===== src/rtl/fpmul_share_arbiter.sv =====
// rtl/fpmul_share_arbiter.sv - round-robin arbiter sharing one FP multiplier across requesters
module fpmul_share_arbiter #(
  parameter int N_REQ          = 4,
  parameter int ID_W           = 2,
  parameter int TIMEOUT_CYCLES = 64
) (
  input  logic                  clk,
  input  logic                  rst_n,
  input  logic [N_REQ-1:0]      req_valid_i,
  output logic [N_REQ-1:0]      req_ready_o,
  input  logic [32*N_REQ-1:0]   req_a_i,
  input  logic [32*N_REQ-1:0]   req_b_i,
  output logic [31:0]           mul_a_o,
  output logic [31:0]           mul_b_o,
  output logic                  mul_start_o,
  input  logic                  mul_done_i,
  input  logic                  mul_nan_i,
  input  logic                  mul_inf_i,
  input  logic                  mul_ovf_i,
  input  logic                  mul_unf_i,
  input  logic [31:0]           mul_product_i,
  output logic                  rsp_valid_o,
  input  logic                  rsp_ready_i,
  output logic [ID_W-1:0]       rsp_id_o,
  output logic [31:0]           rsp_product_o,
  output logic [4:0]            rsp_flags_o,
  output logic                  busy_o
);

  localparam int CNT_W = (TIMEOUT_CYCLES > 1) ? $clog2(TIMEOUT_CYCLES) : 1;
  localparam logic [CNT_W-1:0] TO_LAST = CNT_W'(TIMEOUT_CYCLES - 1);

  typedef enum logic [1:0] {IDLE, ISSUE, WAIT, RESP} state_t;

  state_t             state;
  logic [ID_W-1:0]    last_grant;
  logic               done_q;
  logic [CNT_W-1:0]   wd_cnt;

  logic [2*N_REQ-1:0] valid_dbl;
  logic [2*N_REQ-1:0] valid_rot;
  logic [ID_W-1:0]    grant_idx;
  logic               grant_any;
  logic [31:0]        sel_a;
  logic [31:0]        sel_b;
  logic               done_edge;

  // Rotate the valid vector so bit 0 is the requester just after last_grant;
  // the lowest set bit of the rotated vector is the round-robin winner.
  always_comb begin
    valid_dbl = {req_valid_i, req_valid_i};
    valid_rot = valid_dbl >> (int'(last_grant) + 1);
    grant_any = |req_valid_i;
    grant_idx = '0;
    for (int i = N_REQ - 1; i >= 0; i--) begin
      if (valid_rot[i]) grant_idx = ID_W'((int'(last_grant) + 1 + i) % N_REQ);
    end
    sel_a = '0;
    sel_b = '0;
    for (int k = 0; k < N_REQ; k++) begin
      if (grant_idx == ID_W'(k)) begin
        sel_a = req_a_i[32*k +: 32];
        sel_b = req_b_i[32*k +: 32];
      end
    end
  end

  assign req_ready_o = (rst_n && state == IDLE && grant_any)
                     ? ({{(N_REQ-1){1'b0}}, 1'b1} << grant_idx) : '0;
  assign done_edge   = mul_done_i & ~done_q;
  assign busy_o      = (state != IDLE);

  always_ff @(posedge clk or negedge rst_n) begin
    if (!rst_n) begin
      state         <= IDLE;
      last_grant    <= ID_W'(N_REQ - 1);
      done_q        <= 1'b0;
      wd_cnt        <= '0;
      mul_a_o       <= '0;
      mul_b_o       <= '0;
      mul_start_o   <= 1'b0;
      rsp_valid_o   <= 1'b0;
      rsp_id_o      <= '0;
      rsp_product_o <= '0;
      rsp_flags_o   <= '0;
    end else begin
      done_q <= mul_done_i;
      case (state)
        IDLE: begin
          if (grant_any) begin
            mul_a_o     <= sel_a;
            mul_b_o     <= sel_b;
            rsp_id_o    <= grant_idx;
            last_grant  <= grant_idx;
            mul_start_o <= 1'b1;
            state       <= ISSUE;
          end
        end
        ISSUE: begin
          mul_start_o <= 1'b0;
          wd_cnt      <= '0;
          state       <= WAIT;
        end
        WAIT: begin
          // A fresh done edge takes precedence over a watchdog expiry in the same cycle.
          if (done_edge) begin
            rsp_product_o <= mul_product_i;
            rsp_flags_o   <= {1'b0, mul_nan_i, mul_inf_i, mul_ovf_i, mul_unf_i};
            rsp_valid_o   <= 1'b1;
            state         <= RESP;
          end else if (TIMEOUT_CYCLES != 0 && wd_cnt == TO_LAST) begin
            rsp_product_o <= 32'h7FC0_0000;
            rsp_flags_o   <= 5'b10000;
            rsp_valid_o   <= 1'b1;
            state         <= RESP;
          end else begin
            wd_cnt <= wd_cnt + 1'b1;
          end
        end
        RESP: begin
          if (rsp_ready_i) begin
            rsp_valid_o <= 1'b0;
            state       <= IDLE;
          end
        end
        default: state <= IDLE;
      endcase
    end
  end

endmodule


===== config.mk =====
export PLATFORM = sky130hd
export DESIGN_NAME = fpmul_share_arbiter
export DESIGN_NICKNAME = d
export VERILOG_FILES = /design/src/rtl/fpmul_share_arbiter.sv
export SDC_FILE = /design/constraint.sdc
export NUM_CORES = 1
export LEC_CHECK = 0
export CAP_MARGIN = 40
export CORE_AREA = 8 8 153 155
export CTS_BUF_LIST = sky130_fd_sc_hd__clkbuf_4 sky130_fd_sc_hd__clkbuf_8
export CTS_CLUSTER_SIZE = 25
export DETAILED_ROUTE_END_ITERATION = 10
export DIE_AREA = 0 0 161 163
export PLACE_DENSITY = 0.83
export SYNTH_ARGS = -nofsm -noshare
export SYNTH_HDL_FRONTEND = slang
export SYNTH_SLANG_ARGS = --single-unit

===== constraint.sdc =====
create_clock -name clk -period 7.35 [get_ports clk]
set_clock_uncertainty 0.2 [all_clocks]
set_input_delay 1.8375 -clock clk [delete_from_list [all_inputs] [get_ports clk]]
set_output_delay 1.8375 -clock clk [all_outputs]
set_load 0.005 [all_outputs]

==> impl_metrics.json <==
{
  "run_status": "completed",
  "critical_path.cell_chain": "clkdlybuf4s50_1, nand2b_1, o21ai_2, buf_4, a21oi_4, buf_4, nor2_1, clkdlybuf4s50_1",
  "yosys_warnings": 0,
  "worstSkewPairLatency_ns": 0.42,
  "timing.critical_path.to_type": "primary output",
  "syn_nets": 1072,
  "drt-initial-drc-count": 401,
  "tightest_slew_ns": 0.813,
  "number_of_global_route_vias_before_repair": 7716,
  "layout_cell_area_excl_fill_sq_mm": 0.0116,
  "cts_htree_levels": 4,
  "crit_buf_inv": 4,
  "p_per_area_mw_per_mm2": 329,
  "post_synth_num_cell_types": 39,
  "ant_cells": 0,
  "worst_ep_arrival_time_ns": 4.07,
  "drt-total-wl_um": 28300,
  "period_minus_slack_ns": 6.10,
  "rows": 53,
  "max-vdd-ir-drop_mv": 0.194,
  "final_net_count": 1449,
  "hpwl_um": 22500,
  "antenna_found_initial": 0,
  "cts_post_setup_buffers_inserted": 0,
  "syn_avg_cell_area_sq_um": 9.05,
  "cts_hold_buffers": 0,
  "initial_core_util_pct": 33.3,
  "timing.critical_path.required_ns": 5.31,
  "power.static_leakage_nw": 4.64,
  "number_of_instances_in_the_synthesized_netlist": 767,
  "placed_cell_area_sq_mm": 0.0112,
  "number_of_standard_cells_in_the_final_layout_excluding_fillers": 1432,
  "min_path_type": "reg2reg",
  "vias_per_cell": 5.11,
  "synth.yosys.seq_area_share_pct": 41.8,
  "n_fill_cell": 1842,
  "final_hold_viol_count": 0,
  "flow.area_growth_from_synthesis_pct": 66.4,
  "grt_start_max_net_pins": 68,
  "final_max_slew_viol_count": 0,
  "fin_setup_tns_ns": 0,
  "synth_edf_count": 0,
  "period_share_pct": 83.0,
  "gates_resized_cts_repair": 0,
  "timing_worst_setup_path_type": "in2out",
  "timing.critical_path.slowest_cell_delay_ns": 0.51,
  "overall_global_routing_usage_pct": 20.9,
  "final_antenna_net_count": 0,
  "drtPass1Iterations": 5,
  "cts.root.buffer_cell": "clkbuf_8",
  "critical_path_peak_fanout": 36,
  "timing.max_cap.violations": 0,
  "route.vias.total": 7322,
  "wire_per_inst_um": 19.8,
  "tritoncts": "done",
  "startpoint_type": "primary input",
  "max_freq_ghz": 0.164,
  "coreArea_sq_mm": 0.0208,
  "clkSlewWorstSetupHoldPaths_ns": 0.07,
  "maxSlewHeadroom_pct": 45.8,
  "clock-sinks": 116,
  "synth_async_sr_flop_share_pct": 100,
  "cts-buffers-inserted": 17,
  "synth-seq-cells": 116,
  "die_x_um": 161,
  "setup-violations-final": 0,
  "num_io_pins": 410,
  "gp_congestion": 0.861,
  "remaining_global_route_overflow": 0,
  "die_h_um": 163,
  "grt_pass1_wl_um": 43400,
  "ctsLongestPathBuffers": 2,
  "rsz_0062_raised_after_global_routing": "false",
  "crit_slowest_cell": "clkdlybuf4s50_1",
  "die-area_sq_mm": 0.0262,
  "cp_top_family": "buffers and inverters",
  "layout-drive-gt1-share_pct": 7.95,
  "placed_cells_incl_taps": 1400,
  "ys_dominant_reg_cell": "dfrtp_1",
  "drc": 0,
  "syn-cell-area_sq_mm": 0.00694,
  "fin_total_pwr_mw": 3.80,
  "port_buffers": 409
}
## metal layers
metal	track usage (%)	wire [um]	vias to the layer above
met2	35.9	14200	343
met5	0	0	-
met4	7.32	773	0
met1	23.2	10700	3449
met3	8.37	2630	45
li1	-	-	3485
## layout by cell type (no fill, tap or decap), types with 3 or more instances in the layout
cell type / instances
a211oi_1: 93
a21oi_1: 4
buf_4: 14
clkbuf_8: 18
clkdlybuf4s50_1: 408
clkinv_2: 3
clkinvlp_4: 4
dfrtp_1: 114
ha_1: 5
inv_1: 40
mux2_1: 5
mux2_2: 28
mux2i_1: 65
nand2_1: 118
nand2b_1: 4
nand3_1: 72
nor2_1: 42
nor3_1: 5
o211ai_1: 35
o21ai_0: 43
## stage by stage
stage	util [%]	setup WS, ns	hold slack [ns]
after floorplan	-	2.11	0.270
after global placement	53.3	1.27	0.268
after detailed placement	53.6	1.23	0.281
after CTS	55.5	1.22	0.296
after global routing	55.5	1.12	0.314
final	55.5	1.25	0.285
## Yosys cell counts (2+ instances only)
cell type  number  area (sq um)
buf_2          16          80.1
nand2b_1        4          25.0
dfrtp_1       114          2850
a211oi_1       93           698
dfstp_2         2          52.6
mux2_1          5          56.3
inv_1          40           150
o21ai_0        43           215
ha_1            5          62.6
mux2_2         28           315
o211ai_1       35           263
clkbuf_1       32           120
nor2b_1         2          12.5
nand2_1       118           443
nand3_1        72           360
nor3_1          5          25.0
mux2i_1        65           651
or3_1           2          12.5
buf_4           5          37.5
a21oi_1         4          20.0
buf_6          14           158
a21o_1          2          15.0
xnor2_1         2          17.5
nor2_1         44           165
## worst register-to-register path, cell delays in order (launching register included)
cell and delay, ns:
dfrtp_1 0.42, inv_1 0.09, ha_1 0.24, and2_4 0.49, buf_4 0.63, nand2b_1 0.47
buf_4 0.35, o211ai_1 0.22
## worst paths after layout
kind	endpoint	slack (ns)	start	cells after the start
setup / recovery	req_ready_o[3]	1.25	req_valid_i[2]	8
hold / removal	rsp_id_o[1]	0.28	rsp_id_o[1]	2
setup reg to reg	mul_a_o[31]	4.17	state[0]	7
hold reg to reg	rsp_id_o[1]	0.28	rsp_id_o[1]	2
max in group asynchronous	mul_b_o[18]	4.17	rst_n	3
min in group asynchronous	mul_a_o[13]	1.15	rst_n	1
## logic make-up after synthesis
family          Yosys count  synth area share (%)
xor+xnor                  3                 0.379
flops                   116                  41.8
fa+ha+maj                 5                 0.901
simple gates            252                  15.6
mux                      98                  14.7
buf+inv                 109                  7.98
compound gates          184                  18.5
## flip-flops by register name, summed over array words and instances, names as in the netlist
name	flops
mul_a_o	32
mul_b_o	32
rsp_product_o	32
wd_cnt	6
rsp_flags_o	5
last_grant	2
rsp_id_o	2
state	2
done_q	1
mul_start_o	1
rsp_valid_o	1
## power breakdown
group          switching (mW)  internal [mW]
Combinational           0.996           1.08
Sequential              0.177          0.951
Clock                   0.280          0.318
## cell type report
type | instances | area [sq um] | share of cell area (%)
Clock buffer | 20 | 263 | 2.27
Multi-Input combinational cell | 542 | 3510 | 30.4
Timing Repair Buffer | 426 | 4240 | 36.7
Sequential cell | 116 | 2910 | 25.1
Clock inverter | 12 | 131 | 1.14
Inverter | 41 | 154 | 1.33
Tap cell | 275 | 344 | 2.98
No activity file was read; power rests on OpenSTA's default activity.
==> RTL edit 1 (same flow settings) <==
Reset style: synchronous (`rst_n`), changed in one clocked block.
--- a/src/rtl/fpmul_share_arbiter.sv
+++ b/src/rtl/fpmul_share_arbiter.sv
@@ -72,3 +72,3 @@
 
-  always_ff @(posedge clk or negedge rst_n) begin
+  always_ff @(posedge clk) begin
     if (!rst_n) begin
Formal check against the unedited RTL: differs if rst_n is asserted again (counterexample within 4 cycles, from zero or initial values and one cycle with rst_n low); with rst_n held inactive, the same outputs for 4 cycles.
==> RTL edit 1 against the original RTL <==
- power shrank 16%
- wire length shrank 3.4%
- count of clock-buffer cells in the layout shrank 2
- design area shrank 5.1%
- sequential cell count is the same
- maximum frequency shrank 1.2%
- cell count shrank 5.6%
- clock power grew 5.0%
- area after synthesis shrank 11%
- worst setup slack lost 0.075 ns
- largest cell class unchanged
==> RTL edit 1: results (changes against the original RTL) <==
status finished clean; Root Driver clkbuf_8; CP Max Fanout 37 (+2.8%); r2r endpoint mul_a_o[6]; Pre-antenna DRT Iters 5 (unchanged); Crit Reg-Reg Startpoint last_grant[0]; slew margin rel. 0.535 (+0.0772); gr usage total 0.199 (-0.0108); ranking of synthesized cells by area dfxtp_1 37%, a211oi_1 14%, mux2i_1 6.1%; fraction of registers with async set/reset 0 (-1.00); dpl cell area 10500 um^2 (-5.5%); NumNets Final 1369 (-5.5%); number of global-route vias before repair 7264 (-5.9%); min-delay src mul_b_o[0]; CTS H-Tree Depth 4 (unchanged); Netlist cell types 37 (-5.1%); R2R Setup Slk 4.18 ns (about the same); P_leak 3.82 nW (-18%); Initial DRC Count 487 (+21%); share of cells above drive strength 1 0.0771 (-0.00245); hold slack final 0.270 ns (-0.0147 ns); R2R depth 7 (unchanged); syn_nets 1000 (-6.7%); first-pass GRT wire length 41.5 mm (-4.4%); CTS Buf Count 17 (unchanged); vias per inst 5.22 (+2.1%); I/O Buffers 409 (unchanged); CP arrival 4.14 ns (+0.07 ns); largest net degree at the start of global routing 75 (+10%); Filler Cell Count 1932 (+4.9%); Max VDD drop 0.000137 V (-29%); hpwl dp 21.1 mm (-6.2%); Commonest cells post-synth 116 x dfxtp_1, 113 x a211oi_1, 58 x nor2b_1, 49 x clkbuf_1, 46 x nor2_1; gpl congestion 0.858 (-0.24%); sequential share of the synthesized area 0.374 (-0.0444); DR WL/cell 20.2 um (+2.4%); post_cts resized 0 (unchanged); initial antenna violation count 0 (unchanged); YS warnings 0 (unchanged); Hold Path Cell Cnt 2 (unchanged); worst hold path endpoint mul_b_o[0]
[RTL edit 1: metrics by stage]
stage          worst slack [ns]   util  std cells
4_1_cts                    1.18  0.526       1352
6_report                   1.17  0.526       1352
5_1_grt                    1.04  0.526       1352
2_1_floorplan              2.20      -        695
3_5_place_dp               1.20  0.507       1320
3_3_place_gp               1.26  0.501       1315
[RTL edit 1: kinds of logic after synthesis]
group	after synthesis	synth area share
AOI/OAI and AO/OA	249	0.301
and+or+nand+nor	202	0.188
DFF	116	0.374
buffers and inverters	82	0.0611
muxes	38	0.0613
adders and majority gates	5	0.0101
xor gates and xnor gates	3	0.00423
[RTL edit 1: worst max path at each step]
stage	from	end	slack, ns
2_1_floorplan	req_valid_i[3]	req_ready_o[0]	2.20
3_3_place_gp	req_valid_i[3]	req_ready_o[1]	1.26
3_5_place_dp	req_valid_i[3]	req_ready_o[1]	1.20
4_1_cts	req_valid_i[3]	req_ready_o[1]	1.18
5_1_grt	req_valid_i[3]	req_ready_o[1]	1.04
6_report	req_valid_i[3]	req_ready_o[1]	1.17
[RTL edit 1: critical path, cell delays in order]
cell and delay (ns):
clkdlybuf4s50_1 0.56, nor2b_1 0.25, o21a_1 0.18, buf_4 0.38, nor3_2 0.14, nor3_1 0.20, clkdlybuf4s50_1 0.55
[RTL edit 1: cell type report]
| type | count | share of cell area |
|---|---|---|
| clock buffer | 18 | 0.0226 |
| multi-input combinational | 497 | 0.324 |
| clock inverter | 14 | 0.0152 |
| timing repair buffer | 426 | 0.393 |
| inverter | 6 | 0.00205 |
| tap | 275 | 0.0314 |
| sequential | 116 | 0.212 |
[RTL edit 1: layer usage]
layer	vias to the layer above	track usage	share of wire	wire length, um
met5	-	0	0	0
met4	0	0.0678	0.022	614
met3	33	0.0632	0.077	2100
met2	289	0.355	0.52	14100
met1	3352	0.218	0.39	10500
li1	3384	-	-	-
[RTL edit 1: power breakdown]
group / internal [W] / switching [W]
logic: 0.000828 / 0.000813
registers: 0.000829 / 0.000111
clock network: 0.000321 / 0.000306
==> RTL edit 2 (same flow settings) <==
Made on the original files. `ID_W`: 2 -> 3.
--- a/src/rtl/fpmul_share_arbiter.sv
+++ b/src/rtl/fpmul_share_arbiter.sv
@@ -3,3 +3,3 @@
   parameter int N_REQ          = 4,
-  parameter int ID_W           = 2,
+  parameter int ID_W           = 3,
   parameter int TIMEOUT_CYCLES = 64
Interface: changed (resized rsp_id_o); port bits go from 410 to 411. The function was not compared with the original's and may differ.
==> RTL edit 2 against the original RTL <==
- non-clock buffer count decreased by 2
- sequential cell count unchanged
- global-route usage increased by 0.30 points
- area after synthesis increased by 0.68%
- register-to-register slack got worse by 0.04 ns
- wire length increased by 1.7%
- design area increased by 0.55%
- worst setup slack improved by 0.22 ns
- power increased by 1.8%
- critical endpoint is now req_ready_o[2]
==> RTL edit 2: results (changes against the original RTL) <==
gpl congestion 0.849 (-1.3%); Initial DRC Count 471 (+17%); Max stage delay on crit path 0.60 ns (+0.09 ns); #FFs+latches synth 116 (unchanged); status finished clean; Max VDD drop 0.000257 V (+33%); Commonest cells post-synth 116 x nand2_1, 114 x dfrtp_1, 91 x a211oi_1, 66 x mux2i_1, 66 x nand3_1; post_cts resized 0 (unchanged); Worst path slowest cell or4_4; mean post-synth cell area 9.09 um^2 (+0.42%); sequential share of the synthesized area 0.416 (-0.00285); syn_nets 1074 (+0.19%); post-synthesis xor/xnor area fraction 0.00125 (-0.00253); post-synthesis compound-gate area fraction 0.194 (+0.00912); first-pass GRT wire length 44.1 mm (+1.7%); gr usage total 0.212 (+0.00301); share of cells above drive strength 1 0.0804 (+0.000934); Netlist cell types 41 (+5.1%); CTS Buf Count 17 (unchanged); Top FF cell, synth dfrtp_1; CP Max Fanout 22 (-39%); P_leak 4.66 nW (+0.39%); largest net degree at the start of global routing 83 (+22%); Max clock buf depth 2 (unchanged); Top Family by Delay on Critical Path simple AND/OR/NAND/NOR gates; biggest registers after layout mul_a_o x32, mul_b_o x32, rsp_product_o x32; CP arrival 3.85 ns (-0.22 ns); CTS H-Tree Depth 4 (unchanged); YS warnings 0 (unchanged); Finished Layout Cells 1432 (unchanged); mux cell area share after synthesis 0.144 (-0.00279); fraction of registers with async set/reset 1.00 (unchanged); worst slew pin tran 0.871 ns (+0.0582 ns); ranking of synthesized cells by area dfrtp_1 41%, a211oi_1 9.8%, mux2i_1 9.5%; Root Driver clkbuf_8; vias per inst 5.08 (-0.57%); number of global-route vias before repair 7852 (+1.8%); hpwl dp 22.1 mm (-1.5%); Clock Latency Late Sink 0.42 ns (about the same); DR WL/cell 20.1 um (+1.7%); initial antenna violation count 2 (+2); adder-cell share of the synthesized area 0.00895 (-0.0000613)
RTL edit 2: cell types whose count changed after synthesis, sizes merged, moves of 3 or more:
cell	change
a211oi	+6
nor2	+4
buf	+5
o211ai	-3
clkbuf	-4
nand3	-6
RTL edit 2: worst min-delay path, delay by kind of cell, from the launching register on:
| kind | cells | cell delay [ns] |
|---|---|---|
| flip-flops | 1 | 0.35 |
| AND/OR/NAND/NOR | 2 | 0.10 |
RTL edit 2: worst paths after layout:
kind,from,to,slack (ns),cells past startpoint
max,req_valid_i[0],req_ready_o[2],1.47,6
min,rsp_id_o[1],rsp_id_o[1],0.28,2
max reg2reg,state[0],mul_a_o[10],4.13,7
min reg2reg,rsp_id_o[1],rsp_id_o[1],0.28,2
max in group asynchronous,rst_n,rsp_flags_o[1],4.87,2
min in group asynchronous,rst_n,mul_b_o[8],1.09,1
RTL edit 2: final cells by class:
| type | count | area, um^2 |
|---|---|---|
| fill | 1835 | 9200 |
| timing repair buffer | 424 | 4220 |
| multi-input combinational | 542 | 3550 |
| sequential | 116 | 2910 |
| tap | 275 | 344 |
| clock buffer | 18 | 248 |
| clock inverter | 14 | 191 |
| inverter | 42 | 158 |
| antenna | 1 | 2.50 |
RTL edit 2: logic make-up (layout without fill, tap and decap cells):
group | after synthesis | count (layout)
AOI/OAI and AO/OA | 189 | 189
muxes | 97 | 97
and+or+nand+nor | 249 | 249
other | 1 | 2
xor gates and xnor gates | 1 | 1
adders and majority gates | 5 | 5
DFF | 116 | 116
buffers and inverters | 111 | 498
RTL edit 2: per-stage QoR:
stage	setup slack (ns)	util	area, um^2
3_5_place_dp	1.43	0.537	11200
6_report	1.47	0.558	11600
3_3_place_gp	1.45	0.536	11200
2_1_floorplan	2.12	-	6990
5_1_grt	1.39	0.558	11600
4_1_cts	1.42	0.558	11600
RTL edit 2: layer usage:
metal	vias up	track usage	routed length, um
met1	3419	0.236	10800
met3	39	0.0887	2790
li1	3477	-	-
met5	-	0	0
met2	345	0.362	14500
met4	0	0.0728	674
RTL edit 2: power by group:
part           switching [W]  internal, W  total (W)
sequential          0.000173     0.000945    0.00112
clock               0.000310     0.000358   0.000667
combinational        0.00101      0.00107    0.00208
total                0.00149      0.00237    0.00387
